[config.mk]
export PLATFORM = sky130hd
export DESIGN_NAME = regfile_write_arbiter
export DESIGN_NICKNAME = d
export VERILOG_FILES = /design/src/rtl/regfile_write_arbiter.sv
export SDC_FILE = /design/constraint.sdc
export NUM_CORES = 1
export LEC_CHECK = 0
export CAP_MARGIN = 5
export CORE_MARGIN = 3
export CORE_UTILIZATION = 30
export DETAILED_ROUTE_END_ITERATION = 16
export PLACE_DENSITY_LB_ADDON = 0.08
export SYNTH_ARGS = -nofsm -noshare
export SYNTH_HDL_FRONTEND = slang
export SYNTH_SLANG_ARGS = --single-unit
[constraint.sdc]
create_clock -name clock -period 16.3 [get_ports clock]
set_clock_uncertainty 0.05 [all_clocks]
set_input_delay 4.89 -clock clock [delete_from_list [all_inputs] [get_ports clock]]
set_output_delay 4.89 -clock clock [all_outputs]
set_load 0.01 [all_outputs]
[src/rtl/regfile_write_arbiter.sv]
// Arbitrates ALU and load writebacks onto one register-file write port and
// tracks reserved destinations in a busy scoreboard for hazard checks.
module regfile_write_arbiter #(
  parameter int ROUND_ROBIN = 1
) (
  input  logic        clock,
  input  logic        reset_n,
  input  logic        a_valid,
  input  logic [4:0]  a_addr,
  input  logic [31:0] a_data,
  output logic        a_ready,
  input  logic        b_valid,
  input  logic [4:0]  b_addr,
  input  logic [31:0] b_data,
  output logic        b_ready,
  input  logic        rsv_valid,
  input  logic [4:0]  rsv_addr,
  input  logic [4:0]  q_addr1,
  input  logic [4:0]  q_addr2,
  output logic        q_busy1,
  output logic        q_busy2,
  output logic        write_enable,
  output logic [4:0]  address_e,
  output logic [31:0] data,
  output logic [5:0]  pending_count
);

  logic        last_b;
  logic [31:0] busy;
  logic [31:0] busy_next;
  logic        a_grant;
  logic        b_grant;
  logic        grant;
  logic [4:0]  g_addr;
  logic [31:0] g_data;

  // Readiness looks only at the valids and the last-grant flag, never at payload.
  always_comb begin
    a_ready = 1'b0;
    b_ready = 1'b0;
    if (reset_n) begin
      if (ROUND_ROBIN != 0) begin
        a_ready = !b_valid || last_b;
        b_ready = !a_valid || !last_b;
      end else begin
        a_ready = 1'b1;
        b_ready = !a_valid;
      end
    end
  end

  assign a_grant = a_valid && a_ready;
  assign b_grant = b_valid && b_ready;
  assign grant   = a_grant || b_grant;
  assign g_addr  = a_grant ? a_addr : b_addr;
  assign g_data  = a_grant ? a_data : b_data;

  always_ff @(posedge clock or negedge reset_n) begin
    if (!reset_n) begin
      last_b <= 1'b1;
    end else if (a_grant) begin
      last_b <= 1'b0;
    end else if (b_grant) begin
      last_b <= 1'b1;
    end
  end

  // Address 0 is accepted but never written; address/data hold otherwise.
  always_ff @(posedge clock or negedge reset_n) begin
    if (!reset_n) begin
      write_enable <= 1'b0;
      address_e    <= 5'd0;
      data         <= 32'd0;
    end else begin
      write_enable <= grant && (g_addr != 5'd0);
      if (grant && (g_addr != 5'd0)) begin
        address_e <= g_addr;
        data      <= g_data;
      end
    end
  end

  // A new reservation overrides a same-cycle clear of the same register.
  always_comb begin
    busy_next = busy;
    if (grant) begin
      busy_next[g_addr] = 1'b0;
    end
    if (rsv_valid) begin
      busy_next[rsv_addr] = 1'b1;
    end
    busy_next[0] = 1'b0;
  end

  always_ff @(posedge clock or negedge reset_n) begin
    if (!reset_n) begin
      busy <= 32'd0;
    end else begin
      busy <= busy_next;
    end
  end

  always_comb begin
    pending_count = 6'd0;
    for (int i = 0; i < 32; i++) begin
      pending_count = pending_count + {5'd0, busy[i]};
    end
  end

  // The in-flight write still counts as busy so a reader never sees stale data.
  assign q_busy1 = busy[q_addr1] || (write_enable && (address_e == q_addr1));
  assign q_busy2 = busy[q_addr2] || (write_enable && (address_e == q_addr2));

endmodule

# Word level (Yosys, flattened, before mapping)
# Index checks and enable logic that the tools add are counted.
word_totals:
  regBits: 70
  in_bits: 94
  elab_cells: 79
classes:
  addsub: 30
  magnitude_cmp: 6
  n_eq_ne: 2
  mux: 16
  bitwise: 3
  n_reduce_logical: 17
op_table:
  columns: ["op", "count"]
  rows:
  - ["adder 6 x 1 -> 6 bit", 25]
  - ["2-to-1 mux 32 bit", 3]
  - ["AND 32 bit", 1]
  - ["inverter 32 bit", 1]
  - ["OR 32 bit", 1]
  - ["< comparator 5 x 6 -> 1 bit, second input constant", 4]
  - ["binary-select mux 1 bit (select 5 bit)", 2]
  - ["demux 1 bit (select 5 bit)", 2]
  - ["equality test 5 bit", 2]
  - ["greater-or-equal comparator 5 x 1 -> 1 bit, second input constant", 2]
  - ["2-to-1 mux 1 bit", 8]
  - ["logical AND 1 bit", 7]
  - ["adder 5 x 1 -> 6 bit", 1]
  - ["adder 4 x 1 -> 5 bit", 1]
  - ["logical OR 1 bit", 5]
  - ["2-to-1 mux 5 bit", 1]
  - ["nonzero test 5 bit", 1]
  - ["adder 3 x 1 -> 4 bit", 1]
  - ["adder 2 x 1 -> 3 bit", 1]
  - ["logical NOT 1 bit", 3]
  - ["adder 1 x 1 -> 2 bit", 1]
  - ["nonzero test 2 bit", 1]

# Longest topological paths before layout
logic_depth:
  word_depth: 30
  ltp_mapped: 17
  depth_no_buf: 17

# Worst setup path after synthesis
# Ideal clock, no wire load.
synth_path:
  path_type: "input to output"
  start: "in q_addr1[2]"
  end: "out q_busy1"
  arrival_ns: 6.325
  required_time_ns: 11.360
  setup_slack_ns: 5.035
  path_stages: 6
  n_path_buf: 1
  cell_sequence: "clkbuf_1 -> mux2_2 -> a221oi_1 -> nor3_1 -> o311ai_0 -> nand2_1"
synth_between:
  elab_chain_len: 3
  elab_cells_between_ends: 5
  cone_classes: "1 x eq/ne; 2 x mux; 2 x reduce/logical"
synth_lines:
  columns: ["item", "line_no", "source"]
  rows:
  - ["start: declaration", "18", "input logic [4:0] q_addr1,"]
  - ["binary-select mux 1 bit (select 5 bit) / equality test 5 bit (equally long branches)", "111", "assign q_busy1 = busy[q_addr1] || (write_enable && (address_e == q_addr1));"]
  - ["2-to-1 mux 1 bit (not written as such) / logical AND 1 bit (equally long branches)", "111", null]
  - ["logical OR 1 bit *", "111", null]
  - ["end: declaration", "20", "output logic q_busy1,"]
# Mark *: on every way between the ends. The rest lies on a longest branch, timed or not. The select of a mux whose other input is x is not followed.

# Worst setup path after layout
layout_path:
  start: "in q_addr1[1]"
  end: "out q_busy1"
# Same word-level chain as after synthesis.

==> run_results.csv <==
group,metric,value,unit
setup_path,required,11360,ps
final_layout,finalInstanceArea,6850,µm²
yosys,yosys.area_share.adder,11.0,%
setup_path,crit_path_start,"q_addr1[1]",
final_layout,seq_area,1750,µm²
place,place_area,6570,µm²
sta,maxSlewViolCount,0,
min_path,min_path_type,"reg2reg",
clocking,numCtsBuffers,9,
clocking,cts_max_level,3,
yosys,synth.mux.area_fraction,27.2,%
sta,worst_slew_pin_slew,1130,ps
final_layout,area_growth,37.3,%
drt,wl,14900,µm
yosys,synth_xor_area_share,2.28,%
clocking,clockBufferDepth,2,
die,start_util,31.1,%
yosys,syn_avg_cell_area,11.4,µm²
grt,grt_util_all_layers,16.7,%
setup_path,path_cells,"clkdlybuf4s50_1, mux4_2, nand3b_1, nand2_1, o311ai_0, nand2_1, clkdlybuf4s50_1",
yosys,synthSimpleGateAreaFrac,9.23,%
clocking,cts_tree,"yes",
clocking,cts_hold_buf,0,
drt,ant_nets,0,
sta,slew_headroom,24.5,%
drt,drc,0,
setup_path,endpoint_kind,"output pin",
setup_path,cp_data_arrival_time,7470,ps
setup_path,start_kind,"primary input",
final_layout,fillers,1526,
clocking,clk_pin_slew,60,ps
yosys,synthCells,436,
grt,antenna_found_initial,0,
grt,grt_pass1_wl,23500,µm
sta,rsz0062_at_grt,"no",
setup_path,r2r-end,"data[21]$_DFFE_PN0P_",
place,hpwl,11200,µm
die,ios,142,
grt,grt_max_degree,70,
clocking,clk_latency,340,ps
die,core-area,16100,µm²
yosys,synth_top_family_by_area,"multiplexers",
grt,grt_overflow_total,0,
drt,drt-initial-drc-count,212,
sta,setup_viol,0,
grt,grt_pass1_vias,4177,
sta,finalCritPeriodShare,76.1,%
clocking,cts_root_buffer,"clkbuf_16",
setup_path,cp_slowest_cell,"clkdlybuf4s50_1",
final_layout,fin_nets,694,
drt,viasPerCell,5.00,
die,num_rows,46,
yosys,yosys_warnings,0,
job,maxCapViolCount,0,
sta,clock.fmax,80.6,MHz
yosys,synth_cell_type_count,45,
setup_path,critPathMaxFanout,13,
die,die_y,135,µm
clocking,cts_resized,0,
final_layout,layout-drive-gt1-share,18.3,%
setup_path,crit_path_end,"q_busy1",
clocking,post_cts_buffers,0,
final_layout,multi_input_area,2920,µm²
sta,final_hold_viol_count,0,
yosys,netlist_area,4990,µm²
place,place.gp.congestion,0.884,
setup_path,regToRegStartpoint,"last_b$_DFFE_PN1N_",
setup_path,critPathKind,"in2out",
yosys,synth_compound_area_share,8.83,%
yosys,synthesis.nets,560,
die,die-area,18200,µm²
drt,firstDrtPassIters,4,
yosys,synth-seq-area-share,35.1,%
setup_path,worst-r2r-setup-slack,12840,ps
setup_path,ff2ff_path_depth,5,
sta,fin_setup_tns,0,ps
place,io_buffers,141,
final_layout,n_antenna_cell,0,
clocking,cts_sinks,70,
die,die_x,135,µm
drt,wl_per_cell,18.8,µm
status,status,"finished clean",
setup_path,critical_path.max_stage_delay,930,ps
drt,vias,3957,
sta,min_period,12410,ps
yosys,ys_ff_latch,70,
-- critical path, delay by kind of cell --
kind	cells	cell delay (ps)
multiplexers	1	580
AND/OR/NAND/NOR	3	260
buffers and inverters	2	1420
AO/OA/AOI/OAI	1	310
-- metal layers --
metal,GRT usage (%),part of all wire [%]
met5,0,0
met4,5.54,1.9
met3,4.25,6.5
met2,26.3,48
met1,22.4,44
-- registers in the layout, indices dropped and copies added, names as in the netlist --
| signal | cells |
|---|---|
| data | 32 |
| write_enable | 1 |
| last_b | 1 |
| busy | 31 |
| address_e | 5 |
-- through the flow --
stage,setup slack [ps],instances,util (%),hold WS (ps)
6_report,3890,791,42.7,455
5_1_grt,3630,791,42.7,479
4_1_cts,3850,791,42.7,459
3_5_place_dp,3840,775,40.9,440
3_3_place_gp,3910,775,40.9,440
2_1_floorplan,5030,436,-,470
-- worst min path at each step --
stage                    startpoint              endpoint  slack, ps  depth (start not counted)
2_1_floorplan    last_b$_DFFE_PN1N_    last_b$_DFFE_PN1N_        470                          2
3_3_place_gp   data[16]$_DFFE_PN0P_  data[16]$_DFFE_PN0P_        440                          1
3_5_place_dp   data[28]$_DFFE_PN0P_  data[28]$_DFFE_PN0P_        440                          1
4_1_cts        data[16]$_DFFE_PN0P_  data[16]$_DFFE_PN0P_        460                          1
5_1_grt         data[6]$_DFFE_PN0P_   data[6]$_DFFE_PN0P_        480                          1
6_report       data[16]$_DFFE_PN0P_  data[16]$_DFFE_PN0P_        450                          1
-- layout by cell type (no fill, tap or decap), types with 6 or more instances in the layout --
master,Yosys,routed
clkbuf_16,0,9
clkdlybuf4s50_1,0,140
dfrtp_1,69,69
fa_1,23,23
ha_1,7,7
inv_1,55,55
mux2_2,43,43
mux2_4,27,27
mux2i_1,21,21
mux4_2,10,10
nand2_1,7,7
nand3_1,8,8
nand3b_1,9,9
nor2b_1,10,10
nor3_1,26,26
nor4_1,6,6
o21ai_0,10,10
o22ai_1,24,24
o31ai_1,8,8
xor2_1,8,8
-- layout make-up --
class / instances / area share, %
Multi-Input combinational cell: 292 / 42.7
Sequential cell: 70 / 25.6
Timing Repair Buffer: 142 / 20.7
Tap cell: 216 / 3.94
Clock buffer: 10 / 3.49
Inverter: 55 / 3.01
Clock inverter: 6 / 0.639
-- cells by family after synthesis --
group | Yosys count
compound gates | 66
xor+xnor | 13
fa+ha+maj | 30
buf+inv | 74
flops | 70
mux | 103
simple gates | 80
-- synthesized netlist by cell type, drive strengths merged --
cell type | instances | area (µm²)
ha | 7 | 87.6
a21oi | 5 | 25.0
o22ai | 24 | 150
mux2i | 22 | 233
nand2 | 7 | 26.3
nand2b | 1 | 8.76
nor2b | 10 | 62.6
a21boi | 1 | 7.51
and4 | 1 | 8.76
buf | 10 | 75.1
dfrtp | 69 | 1730
o211ai | 2 | 15.0
clkbuf | 9 | 33.8
xor2 | 8 | 70.1
a22o | 1 | 8.76
mux4 | 10 | 225
a21o | 3 | 22.5
o2bb2ai | 1 | 8.76
nor4 | 6 | 37.5
xnor2 | 5 | 43.8
o21a | 1 | 7.51
o31ai | 8 | 60.1
or3 | 1 | 6.26
or3b | 2 | 17.5
a32o | 2 | 20.0
nand3 | 9 | 57.6
nor2 | 5 | 18.8
o21ai | 10 | 50.1
inv | 55 | 206
nand3b | 9 | 67.6
o311ai | 2 | 17.5
fa | 23 | 460
dfstp | 1 | 26.3
a211o | 1 | 8.76
nand4 | 3 | 18.8
a31oi | 2 | 12.5
a221oi | 2 | 17.5
mux2 | 71 | 901
o31a | 1 | 8.76
nor3 | 26 | 130
Power is not shown: default switching activity piles up to over one toggle a cycle in this logic, so the estimate is an artifact.
